===== src/rtl/debounce_timer_arbiter_if.sv =====
// Button-side bundle for debounce_timer_arbiter: raw levels in, press pulses and
// timer ownership status out. The master drives raw; the slave is the debouncer.
interface debounce_timer_arbiter_if #(
  parameter int N_CH = 4
);
  logic [N_CH-1:0] raw;
  logic [N_CH-1:0] clean;
  logic [N_CH-1:0] busy;
  logic [N_CH-1:0] grant;
  logic            timer_active;

  modport master (output raw, input clean, busy, grant, timer_active);
  modport slave  (input raw, output clean, busy, grant, timer_active);
endinterface


===== src/rtl/debounce_timer_arbiter.sv =====
// N_CH push-button debouncers sharing one hold-window timer via a round-robin arbiter.
// Optional RAW_SYNC_EN adds a 2-flop synchronizer on every raw input.
module debounce_timer_arbiter #(
  parameter int N_CH         = 4,
  parameter int CW           = 16,
  parameter int DELAY_CYCLES = 50000
) (
  input  logic                      clock,
  input  logic                      reset,
  debounce_timer_arbiter_if.slave   bus
);
  localparam int PW = (N_CH > 1) ? $clog2(N_CH) : 1;

  typedef enum logic [2:0] {
    S_IDLE, S_REQ_P, S_PRESSED, S_ON, S_WAITING, S_REQ_R, S_RELEASED
  } state_t;

  state_t          state_q [N_CH];
  logic [N_CH-1:0] grant_q;
  logic [CW-1:0]   count_q;
  logic [PW-1:0]   ptr_q;
  logic [N_CH-1:0] raw_s;
  logic [N_CH-1:0] elig;
  logic [N_CH-1:0] win_onehot;
  logic [N_CH-1:0] busy_w;
  logic [N_CH-1:0] clean_w;
  logic [PW-1:0]   win_idx;
  logic            win_valid;
  logic            free;
  logic            delay;
  logic            do_grant;
  int              idx;

`ifdef RAW_SYNC_EN
  logic [N_CH-1:0] sync1_q, sync2_q;
  always_ff @(posedge clock or negedge reset) begin
    if (!reset) begin
      sync1_q <= '0;
      sync2_q <= '0;
    end else begin
      sync1_q <= bus.raw;
      sync2_q <= sync1_q;
    end
  end
  assign raw_s = sync2_q;
`else
  assign raw_s = bus.raw;
`endif

  // A requester whose raw level already reverted is not eligible, so an abandoned request never wins.
  always_comb begin
    elig = '0;
    for (int i = 0; i < N_CH; i++) begin
      elig[i] = ((state_q[i] == S_REQ_P) && raw_s[i]) ||
                ((state_q[i] == S_REQ_R) && !raw_s[i]);
    end
  end

  always_comb begin
    win_valid  = 1'b0;
    win_idx    = '0;
    win_onehot = '0;
    idx        = 0;
    for (int off = 1; off <= N_CH; off++) begin
      idx = (int'(ptr_q) + off) % N_CH;
      if (!win_valid && elig[PW'(idx)]) begin
        win_valid = 1'b1;
        win_idx   = PW'(idx);
      end
    end
    if (win_valid) win_onehot[win_idx] = 1'b1;
  end

  assign free     = (grant_q == '0);
  assign delay    = (count_q == CW'(DELAY_CYCLES - 1));
  assign do_grant = free && win_valid;

  always_ff @(posedge clock or negedge reset) begin
    if (!reset) begin
      grant_q <= '0;
      count_q <= '0;
      ptr_q   <= PW'(N_CH - 1);
      for (int i = 0; i < N_CH; i++) state_q[i] <= S_IDLE;
    end else begin
      // Grants only happen while free, so a release always leaves one idle cycle.
      if (do_grant) begin
        grant_q <= win_onehot;
        count_q <= '0;
        ptr_q   <= win_idx;
      end else if (!free) begin
        count_q <= count_q + CW'(1);
        if (delay) grant_q <= '0;
      end

      for (int i = 0; i < N_CH; i++) begin
        case (state_q[i])
          S_IDLE:     if (raw_s[i]) state_q[i] <= S_REQ_P;
          S_REQ_P: begin
            if (!raw_s[i])                                state_q[i] <= S_IDLE;
            else if (do_grant && (win_idx == PW'(i)))     state_q[i] <= S_PRESSED;
          end
          S_PRESSED:  state_q[i] <= S_ON;
          S_ON:       if (delay) state_q[i] <= S_WAITING;
          S_WAITING:  if (!raw_s[i]) state_q[i] <= S_REQ_R;
          S_REQ_R: begin
            if (raw_s[i])                                 state_q[i] <= S_WAITING;
            else if (do_grant && (win_idx == PW'(i)))     state_q[i] <= S_RELEASED;
          end
          S_RELEASED: if (delay) state_q[i] <= S_IDLE;
          default:    state_q[i] <= S_IDLE;
        endcase
      end
    end
  end

  always_comb begin
    busy_w  = '0;
    clean_w = '0;
    for (int i = 0; i < N_CH; i++) begin
      busy_w[i]  = (state_q[i] != S_IDLE);
      clean_w[i] = (state_q[i] == S_PRESSED);
    end
  end

  assign bus.busy         = busy_w;
  assign bus.clean        = clean_w;
  assign bus.grant        = grant_q;
  assign bus.timer_active = |grant_q;
endmodule


===== src/flat_wrapper.sv =====
// flat-port wrapper written by rule: the top's interface ports become plain ports
module debounce_timer_arbiter_flat 
#(
  parameter int N_CH         = 4,
  parameter int CW           = 16,
  parameter int DELAY_CYCLES = 50000
)
  (clock, reset, bus_raw, bus_clean, bus_busy, bus_grant, bus_timer_active);
  debounce_timer_arbiter_if #(.N_CH(N_CH)) bus_i ();
  input  logic clock;
  input  logic reset;
  input wire logic [$bits(bus_i.raw)-1:0] bus_raw;
  output wire logic [$bits(bus_i.clean)-1:0] bus_clean;
  output wire logic [$bits(bus_i.busy)-1:0] bus_busy;
  output wire logic [$bits(bus_i.grant)-1:0] bus_grant;
  output wire logic [$bits(bus_i.timer_active)-1:0] bus_timer_active;
  assign bus_i.raw = bus_raw;
  assign bus_clean = bus_i.clean;
  assign bus_busy = bus_i.busy;
  assign bus_grant = bus_i.grant;
  assign bus_timer_active = bus_i.timer_active;
  debounce_timer_arbiter #(.N_CH(N_CH), .CW(CW), .DELAY_CYCLES(DELAY_CYCLES)) u_core (.clock(clock), .reset(reset), .bus(bus_i));
endmodule

===== config.mk =====
export PLATFORM = sky130hd
export DESIGN_NAME = debounce_timer_arbiter_flat
export DESIGN_NICKNAME = d
export VERILOG_FILES = /design/src/rtl/debounce_timer_arbiter_if.sv /design/src/rtl/debounce_timer_arbiter.sv /design/src/flat_wrapper.sv
export SDC_FILE = /design/constraint.sdc
export NUM_CORES = 1
export LEC_CHECK = 0
export CORE_MARGIN = 2
export CORE_UTILIZATION = 55
export CTS_BUF_LIST = sky130_fd_sc_hd__clkbuf_8
export DETAILED_ROUTE_END_ITERATION = 8
export HOLD_SLACK_MARGIN = 0.12
export PLACE_DENSITY = 0.77
export REMOVE_ABC_BUFFERS = 1
export SLEW_MARGIN = 20
export SYNTH_ARGS = -nofsm -noshare
export SYNTH_HDL_FRONTEND = slang
export SYNTH_SLANG_ARGS = --single-unit

===== constraint.sdc =====
create_clock -name clock -period 3.53 [get_ports clock]
set_input_delay 0.706 -clock clock [delete_from_list [all_inputs] [get_ports clock]]
set_output_delay 0.706 -clock clock [all_outputs]
set_load 0.03 [all_outputs]

# Yosys cells after proc, flatten, opt, wreduce, memory -nomap -nowiden
# Cells that the tools add are included.
# word_totals
input_bits	6
reg_bits	34
elab_cells	174
# op_classes
order_cmp	6
n_reduce_logical	45
muxes	58
addsub	5
eq_ne	53
# ops
op	count
$pmux 3 s7	4
$mux 3	26
$eq 3x3->1 const B	12
$mux 16	2
$eq 3x2->1 const B	8
$ne 3x3->1 const B	8
$reduce_and 6->1	4
$ne 2x2->1 const B	9
$logic_and 1x1->1	17
$add 16x1->16 const B	1
$eq 16x16->1 const B	1
$lt 2x4->1 const B	4
$mux 4	4
$ne 2x1->1 const B	8
$mux 1	13
$eq 3x1->1 const B	4
$logic_not 3->1	4
$reduce_bool 3->1	4
$bmux 1 s2	4
$mux 2	4
$logic_not 1->1	7
$add 2x1->2 const B	2
$add 2x2->2 const B	2
$eq 2x2->1 const B	2
10 further kinds	13

# Longest topological paths before layout
# Gate-level depths: netlist (run 1).
# depth
depth_word	22
depth_mapped	8

# Worst setup path before layout (run 1)
# Ideal clock, no wire load.
# synth_path
path_kind	register to output
startpoint	register u_core.grant_q[1], in the netlist u_core.bus.grant[1]
endpoint	output bus_timer_active
t_required_ns	2.824
path_stages_with_launch	3
arrival_ns	1.263
path_buffers	0
slack_ns	1.561
path_cell_list	dfrtp_1 nor4_4 inv_1
# synth_via
elab_chain_cells	1
# synth_rtl
item	line_no	rtl
start, declared	debounce_timer_arbiter.sv:19	logic [N_CH-1:0] grant_q;
start signal, assigned	debounce_timer_arbiter.sv:87	grant_q <= win_onehot;
$reduce_or 4->1	debounce_timer_arbiter.sv:128	assign bus.timer_active = |grant_q;
end, declared	flat_wrapper.sv:16	output wire logic [$bits(bus_i.timer_active)-1:0] bus_timer_active;
# No other way between the ends.

# Worst setup path after layout (run 1)
# layout_path
startpoint	register u_core.grant_q[0], in the netlist u_core.bus.grant[0]
endpoint	output bus_timer_active
# Same word-level chain as after synthesis.

==> results.toml, run 1 <==
[pwr]
pwr-share-seq_pct = 44.4
power.switching_mw = 0.645
fin_total_pwr_mw = 1.65
irDropWorstVdd_uv = 522
switching_share_pct = 39.1
p_leak_nw = 0.891
power_frac_comb_pct = 34.8
intPower_mw = 1.00
pwr-share-clk_pct = 20.8
cellPowerDensity_nw_per_um2 = 744

[placement]
dpl.hpwl_mm = 2.83
gp_congestion = 0.901
placed_cell_area_um2 = 2110
io_buffer_count = 18

[finish]
design_area_um2 = 2220
n_fill_cell = 278
nets = 231
synthToLayoutAreaGrowth_pct = 16.7
multiInputGateArea_um2 = 977
drive_above_1_share_pct = 7.56
antenna_cells = 0
regArea_um2 = 853

[critical_path]
path_class = "reg2out"
critPathTopFamily = "buffers and inverters"
worstSetupStartpointType = "flip-flop"
crit_chain = "nor4_4 > inv_1 > clkdlybuf4s50_1"
r2r_cells = 5
slowest_delay_ps = 650
worst_setup_path_end_kind = "primary output"
cp_num_buf_inv = 2
arrival_ps = 2120
cp_max_fo = 9
cp_num_cells = 3
critPathSlowestCell = "clkdlybuf4s50_1"
worstPathRequired_ps = 2820

[yosys]
syn_area_um2 = 1900
avgSynthCellArea_um2 = 9.30
yosys.area.top_type_share_pct = 42.2
synthTopCellsByCount = "dfrtp_1, o21ai_0, nand2_1"
yosysTopAreaCell = "dfrtp_1"
yosysSeqAreaShare_pct = 45.0
synth.area.top_cells = "dfrtp_1, o21ai_0, nand3_1, nand2_1, dfstp_2"
yosys.cell_types.count = 47
yosys_warnings = 0
async_flop_share_pct = 100
synth_edf_count = 0
yosysMostFrequentCell = "dfrtp_1"
synth-seq-cells = 34
synth_flop_cell = "dfrtp_1"
syn_inst = 204

[sta]
worst_pin_slew_ps = 647
tns_ps = 0
final.period_utilization_pct = 80.0
slew_violations = 0
period_needed_ps = 2820
finalClockSkew_ps = 11.1
hold_violations = 0
hold_ws_ps = 475
setup_viol = 0
relSlewSlack_pct = 56.3
fmax_mhz = 354
rsz0062_at_grt = "false"

[detailed_routing]
ant_nets = 0
viasPerCell = 5.98
routed_wl_mm = 3.99
vias = 1621
drc_errors = 0
avgRoutedWirePerCell_um = 14.7
drtIter0Drc = 85
firstDrtPassIters = 5

[clock_tree]
cts_tree = "built"
cts_max_level = 2
cts_buffers = 5
cts_setup_buffers = 0
root_buffer = "clkbuf_8"
hold_buffers = 0
clock_latency_ps = 290
cts-resized-gates = 0
cts.sinks = 34
cts_buffer_depth = 2
clkTransAtPathRegs_ps = 70

[grt]
antenna_found_initial = 0
grt_pass1_wl_mm = 6.74
overflow = 0
grtUsageTotal_pct = 21.7
first_global_vias = 1523
grt_max_degree = 35

[worst_hold_path]
hp-class = "reg2reg"
worstHoldPathCells = 1

[floorplanning]
start_util_pct = 56.9
die_w_um = 62.7
fp.coreArea_um2 = 3340
ios = 19
fp-row-count = 21
die_h_um = 62.7
dieArea_um2 = 3940

[status]
outcome = "finished, final reports clean"

[flow_run]
maxCapViolations = 0
-- cell type report --
cell class | instances | share of cell area, %
multi-input cells | 156 | 44.1
clock buffers | 5 | 3.11
well taps | 46 | 2.60
clock inverters | 3 | 1.69
repair buffers | 20 | 8.81
flip-flops and latches | 34 | 38.5
inverters | 7 | 1.19
-- power by group through the flow --
stage | registers (mW) | logic (mW) | clock network (mW)
floorplan | 0.729 | 0.368 | 0
finish | 0.732 | 0.574 | 0.344
global placement | 0.724 | 0.561 | 0
global route | 0.757 | 0.631 | 0.363
detailed placement | 0.733 | 0.572 | 0
CTS | 0.728 | 0.579 | 0.350
-- metrics by stage --
step | setup slack [ps] | std cells | utilization (%)
2_1_floorplan | 1430 | 197 | -
5_1_grt | 637 | 271 | 66.4
3_3_place_gp | 891 | 263 | 63.2
4_1_cts | 709 | 271 | 66.4
6_report | 707 | 271 | 66.4
3_5_place_dp | 851 | 263 | 63.2
-- cells by family (layout without fill, tap and decap cells) --
| kind of cell | count (synthesis) | after routing | synth area share (%) |
|---|---|---|---|
| simple gates | 85 | 85 | 24.4 |
| compound gates | 61 | 61 | 21.8 |
| flops | 34 | 34 | 45.0 |
| buf+inv | 14 | 35 | 3.56 |
| xor+xnor | 7 | 7 | 3.63 |
| mux | 2 | 2 | 1.05 |
| fa+ha+maj | 1 | 1 | 0.659 |
-- flip-flops by register name, indices dropped and copies added (netlist names) --
signal / count
u_core.bus.grant: 4
u_core.count_q: 16
u_core.state_q: 12
u_core.ptr_q: 2
-- placed cells by master, fill, tap and decap left out, types with 3 or more instances in the layout --
master / n
xor2_1: 3
a21oi_1: 7
xnor2_1: 3
nor3_1: 3
or3_1: 5
inv_1: 9
nand2_1: 19
nor2b_1: 4
clkdlybuf4s50_1: 18
and3_1: 3
nand3_1: 17
clkbuf_8: 5
dfrtp_1: 32
a22o_1: 4
nor2_1: 12
o31ai_1: 3
nand2b_1: 6
nand4_1: 4
o21ai_0: 27
-- worst paths after layout --
path	from	end	slack, ps
worst min-delay path	u_core.count_q[15]	u_core.count_q[15]	470
worst max-delay path	u_core.bus.grant[0]	bus_timer_active	710
worst max register to register	u_core.ptr_q[1]	u_core.state_q[7]	1520
worst min register to register	u_core.count_q[15]	u_core.count_q[15]	470
max in group asynchronous	reset	u_core.ptr_q[0]	2390
min in group asynchronous	reset	u_core.state_q[8]	810
-- per-layer routing --
| metal | vias to the layer above | track usage, % | share of wire [%] | wire length [µm] |
|---|---|---|---|---|
| li1 | 793 | - | - | - |
| met2 | 46 | 37.1 | 50 | 2010 |
| met4 | 0 | 8.33 | 1.4 | 55 |
| met1 | 776 | 26.4 | 44 | 1750 |
| met3 | 6 | 5.41 | 4.4 | 177 |
| met5 | - | 0 | 0 | 0 |
No activity file was read; power rests on OpenSTA's default activity.
==> inputs of run 2 (changes only) <==
clock period = 2.9 ns   (was 3.53 ns; I/O delays follow)
==> results.toml, run 2 (synthesized netlist as in run 1, its figures left out) <==
[status]
outcome = "finished, final reports clean"

[clock_tree]
clock_latency_ps = 300
cts-resized-gates = 0
cts.sinks = 34
cts_buffer_depth = 2
cts_buffers = 5
hold_buffers = 0
cts_tree = "built"
cts_setup_buffers = 0
clkTransAtPathRegs_ps = 80
cts_max_level = 2
root_buffer = "clkbuf_8"

[critical_path]
worst_setup_path_end_kind = "primary output"
crit_chain = "nor4_4 > inv_1 > clkdlybuf4s50_1"
worstPathRequired_ps = 2320
cp_max_fo = 7
arrival_ps = 1880
slowest_delay_ps = 640
path_class = "reg2out"
worstSetupStartpointType = "flip-flop"
critPathSlowestCell = "clkdlybuf4s50_1"

[finish]
layout_commonest_cell = "dfrtp_1"
top_register = "u_core.count_q"
layout_common_cells = "dfrtp_1, o21ai_0, nand2_1, clkdlybuf4s50_1, nand3_1"
antenna_cells = 0
finalNonFillerCells = 272
drive_above_1_share_pct = 8.85
nets = 232
synthToLayoutAreaGrowth_pct = 18.8
largest_register_ffs = 16

[sta]
fmax_mhz = 407
finalClockSkew_ps = 12.2
relSlewSlack_pct = 55.3
hold_ws_ps = 481
period_needed_ps = 2460
worst_pin_slew_ps = 662
rsz0062_at_grt = "false"
final.period_utilization_pct = 84.7
tns_ps = 0
worst_slack_ps = 444
slew_violations = 0
hold_violations = 0
setup_viol = 0

[floorplanning]
fp-row-count = 21
fp.coreArea_um2 = 3340
die_w_um = 62.7
ios = 19
start_util_pct = 56.9
die_h_um = 62.7
dieArea_um2 = 3940

[pwr]
irDropWorstVdd_uv = 502
p_leak_nw = 0.904
fin_total_pwr_mw = 2.14
cellPowerDensity_nw_per_um2 = 949

[detailed_routing]
vias = 1631
drc_errors = 0
firstDrtPassIters = 4
ant_nets = 0
avgRoutedWirePerCell_um = 15.3
routed_wl_mm = 4.15
viasPerCell = 6.00
drtIter0Drc = 126

[placement]
gp_congestion = 0.922
dp_cells = 264
place_ws_ps = 435
io_buffer_count = 18
dpl.hpwl_mm = 2.98

[grt]
grt_pass1_wl_mm = 7.47
antenna_found_initial = 0
grt_max_degree = 35
overflow = 0
grtUsageTotal_pct = 24.2
first_global_vias = 1595

[flow_run]
maxCapViolations = 0

[worst_hold_path]
hp-class = "reg2reg"
==> run 2: per-stage QoR <==
step,cell area [µm²],utilization (%)
2_1_floorplan,1860,-
3_3_place_gp,2120,63.4
3_5_place_dp,2120,63.4
4_1_cts,2250,67.6
5_1_grt,2250,67.6
6_report,2250,67.6
==> run 2: area by class of cell <==
cell class	count	area, µm²
well taps	46	57.6
multi-input cells	156	977
clock inverters	3	68.8
repair buffers	21	203
clock buffers	5	68.8
fillers	284	1080
flip-flops and latches	34	853
inverters	7	26.3
==> run 2: final timing paths <==
check                                    start                   to  slack [ps]  depth (start not counted)
setup reg to reg             u_core.count_q[0]  u_core.bus.grant[3]         910                          5
hold reg to reg             u_core.count_q[15]   u_core.count_q[15]         480                          1
min in group asynchronous                reset    u_core.state_q[8]         680                          2
hold / removal              u_core.count_q[15]   u_core.count_q[15]         480                          1
max in group asynchronous                reset      u_core.ptr_q[0]        1890                          2
setup / recovery           u_core.bus.grant[1]     bus_timer_active         440                          3
==> run 2: worst max-delay path: cells and delay by family, from the launching register on <==
kind / cells / cell delay, ps
AND/OR/NAND/NOR: 1 / 300
flip-flops: 1 / 450
buffers and inverters: 2 / 830
==> run 2: power breakdown <==
part,total (mW),switching [mW],internal [mW]
Combinational,0.709,0.391,0.318
Sequential,0.899,0.244,0.656
Clock,0.531,0.187,0.344
Total,2.14,0.821,1.32
==> run 2: layer usage <==
layer  track usage (%)  wire length (µm)  vias to the layer above
met3              6.31               188                       15
met2              39.1              2070                       55
met1              30.5              1770                      768
met4              10.8               127                        0
met5                 0                 0                        -
li1                  -                 -                      793
==> variant, RTL diff (settings of run 2) <==
One comparison of `count_q` changes from == to >=.
--- a/src/rtl/debounce_timer_arbiter.sv
+++ b/src/rtl/debounce_timer_arbiter.sv
@@ -74,3 +74,3 @@
   assign free     = (grant_q == '0);
-  assign delay    = (count_q == CW'(DELAY_CYCLES - 1));
+  assign delay    = (count_q >= CW'(DELAY_CYCLES - 1));
   assign do_grant = free && win_valid;
Check against the original RTL: same outputs for any inputs over 4 cycles, from zero or initial values and one cycle with reset low; that may be too few to reach the edited logic, so the function may still have changed.
==> variant against run 2 <==
Synthesized area decreased by 2.6%; worst setup slack got worse by 0.18 ns; sequential cell count unchanged; critical path depth increased by 1; die area decreased by 2.4%; routed wire length decreased by 1.9%; design area decreased by 3.2%; non-clock buffer count increased by 3; critical endpoint unchanged.
Power is not compared: it rests on default switching activity, and its combinational part moved more than twofold at a synthesized area within 25%.
==> variant: results (changes against run 2) <==
outcome completed; first-pass GRT wire length 6700 um (-10%); Max Freq 0.380 GHz (-6.8%); Hold Path Stages 2 (+1); WL/cell 15.6 um (+1.9%); sequential-to-total area share from yosys stat 46.1% (+1.2 points); Synth Area in Compound Gates 26.9% (+5.1 points); Slew @ Worst Pin 0.529 ns (-0.133 ns); nonclk inv count 3 (-4); CLK BUF 6 (+1); count of nets after finishing 223 (-3.9%); dpl hpwl 3010 um (+1.0%); share of cells above drive strength 1 8.33% (-0.52 points); final-layout fill cell count 261 (-8.1%); Area growth, synth to finish 18.0%; Hold Worst Slack 0.508 ns (+0.0274 ns); met2 GRT Util 37.2% (-1.9 points); Post-Synth XOR/XNOR Area 3.32% (-0.31 points); largest cells by area after synthesis dfrtp_1 43%, o21ai_0 4.9%, o31ai_1 4.9%; post-synthesis mux area share 0.541% (-0.51 points); synth cell count leaders 32 x dfrtp_1, 18 x nand2_1, 18 x o21ai_0; Worst EP arrival 2.05 ns (+0.17 ns); reg2reg path depth 6 (+1); dpl cell area 2100 um^2 (-1.0%); vias per cell 6.15 (+2.6%); fraction of the mapped netlist area in adder cells 0.677% (+0.017 points); Critical Path Fanout Max 11 (+4); Clock Latency Late Sink 0.28 ns (-0.02 ns); Detailed Route Iter0 Violations 145 (+15%); vias in the first global route 1406 (-12%); multi-input gate share of total cell area 43.5% (+0.12 points); multi-input gate count 148 (-5.1%)
==> variant: cell count changes after synthesis, moves of 4 or more <==
cell,delta
o211ai_1,+4
o21ai_0,-9
buf_2,-5
o31ai_1,+9
inv_1,-4
a21oi_1,-4
clkbuf_1,+5
==> variant: how the worst min path moves through the flow <==
stage | start | to
after CTS | u_core.ptr_q[0]$_DFFE_PN1N_ | u_core.ptr_q[0]$_DFFE_PN1N_
after global routing | u_core.ptr_q[0]$_DFFE_PN1N_ | u_core.ptr_q[0]$_DFFE_PN1N_
after global placement | u_core.count_q[6]$_DFFE_PN0P_ | u_core.count_q[6]$_DFFE_PN0P_
after floorplan | reset | u_core.bus.grant[0]$_DFFE_PN0P_
final | u_core.ptr_q[0]$_DFFE_PN1N_ | u_core.ptr_q[0]$_DFFE_PN1N_
after detailed placement | u_core.ptr_q[0]$_DFFE_PN1N_ | u_core.ptr_q[0]$_DFFE_PN1N_
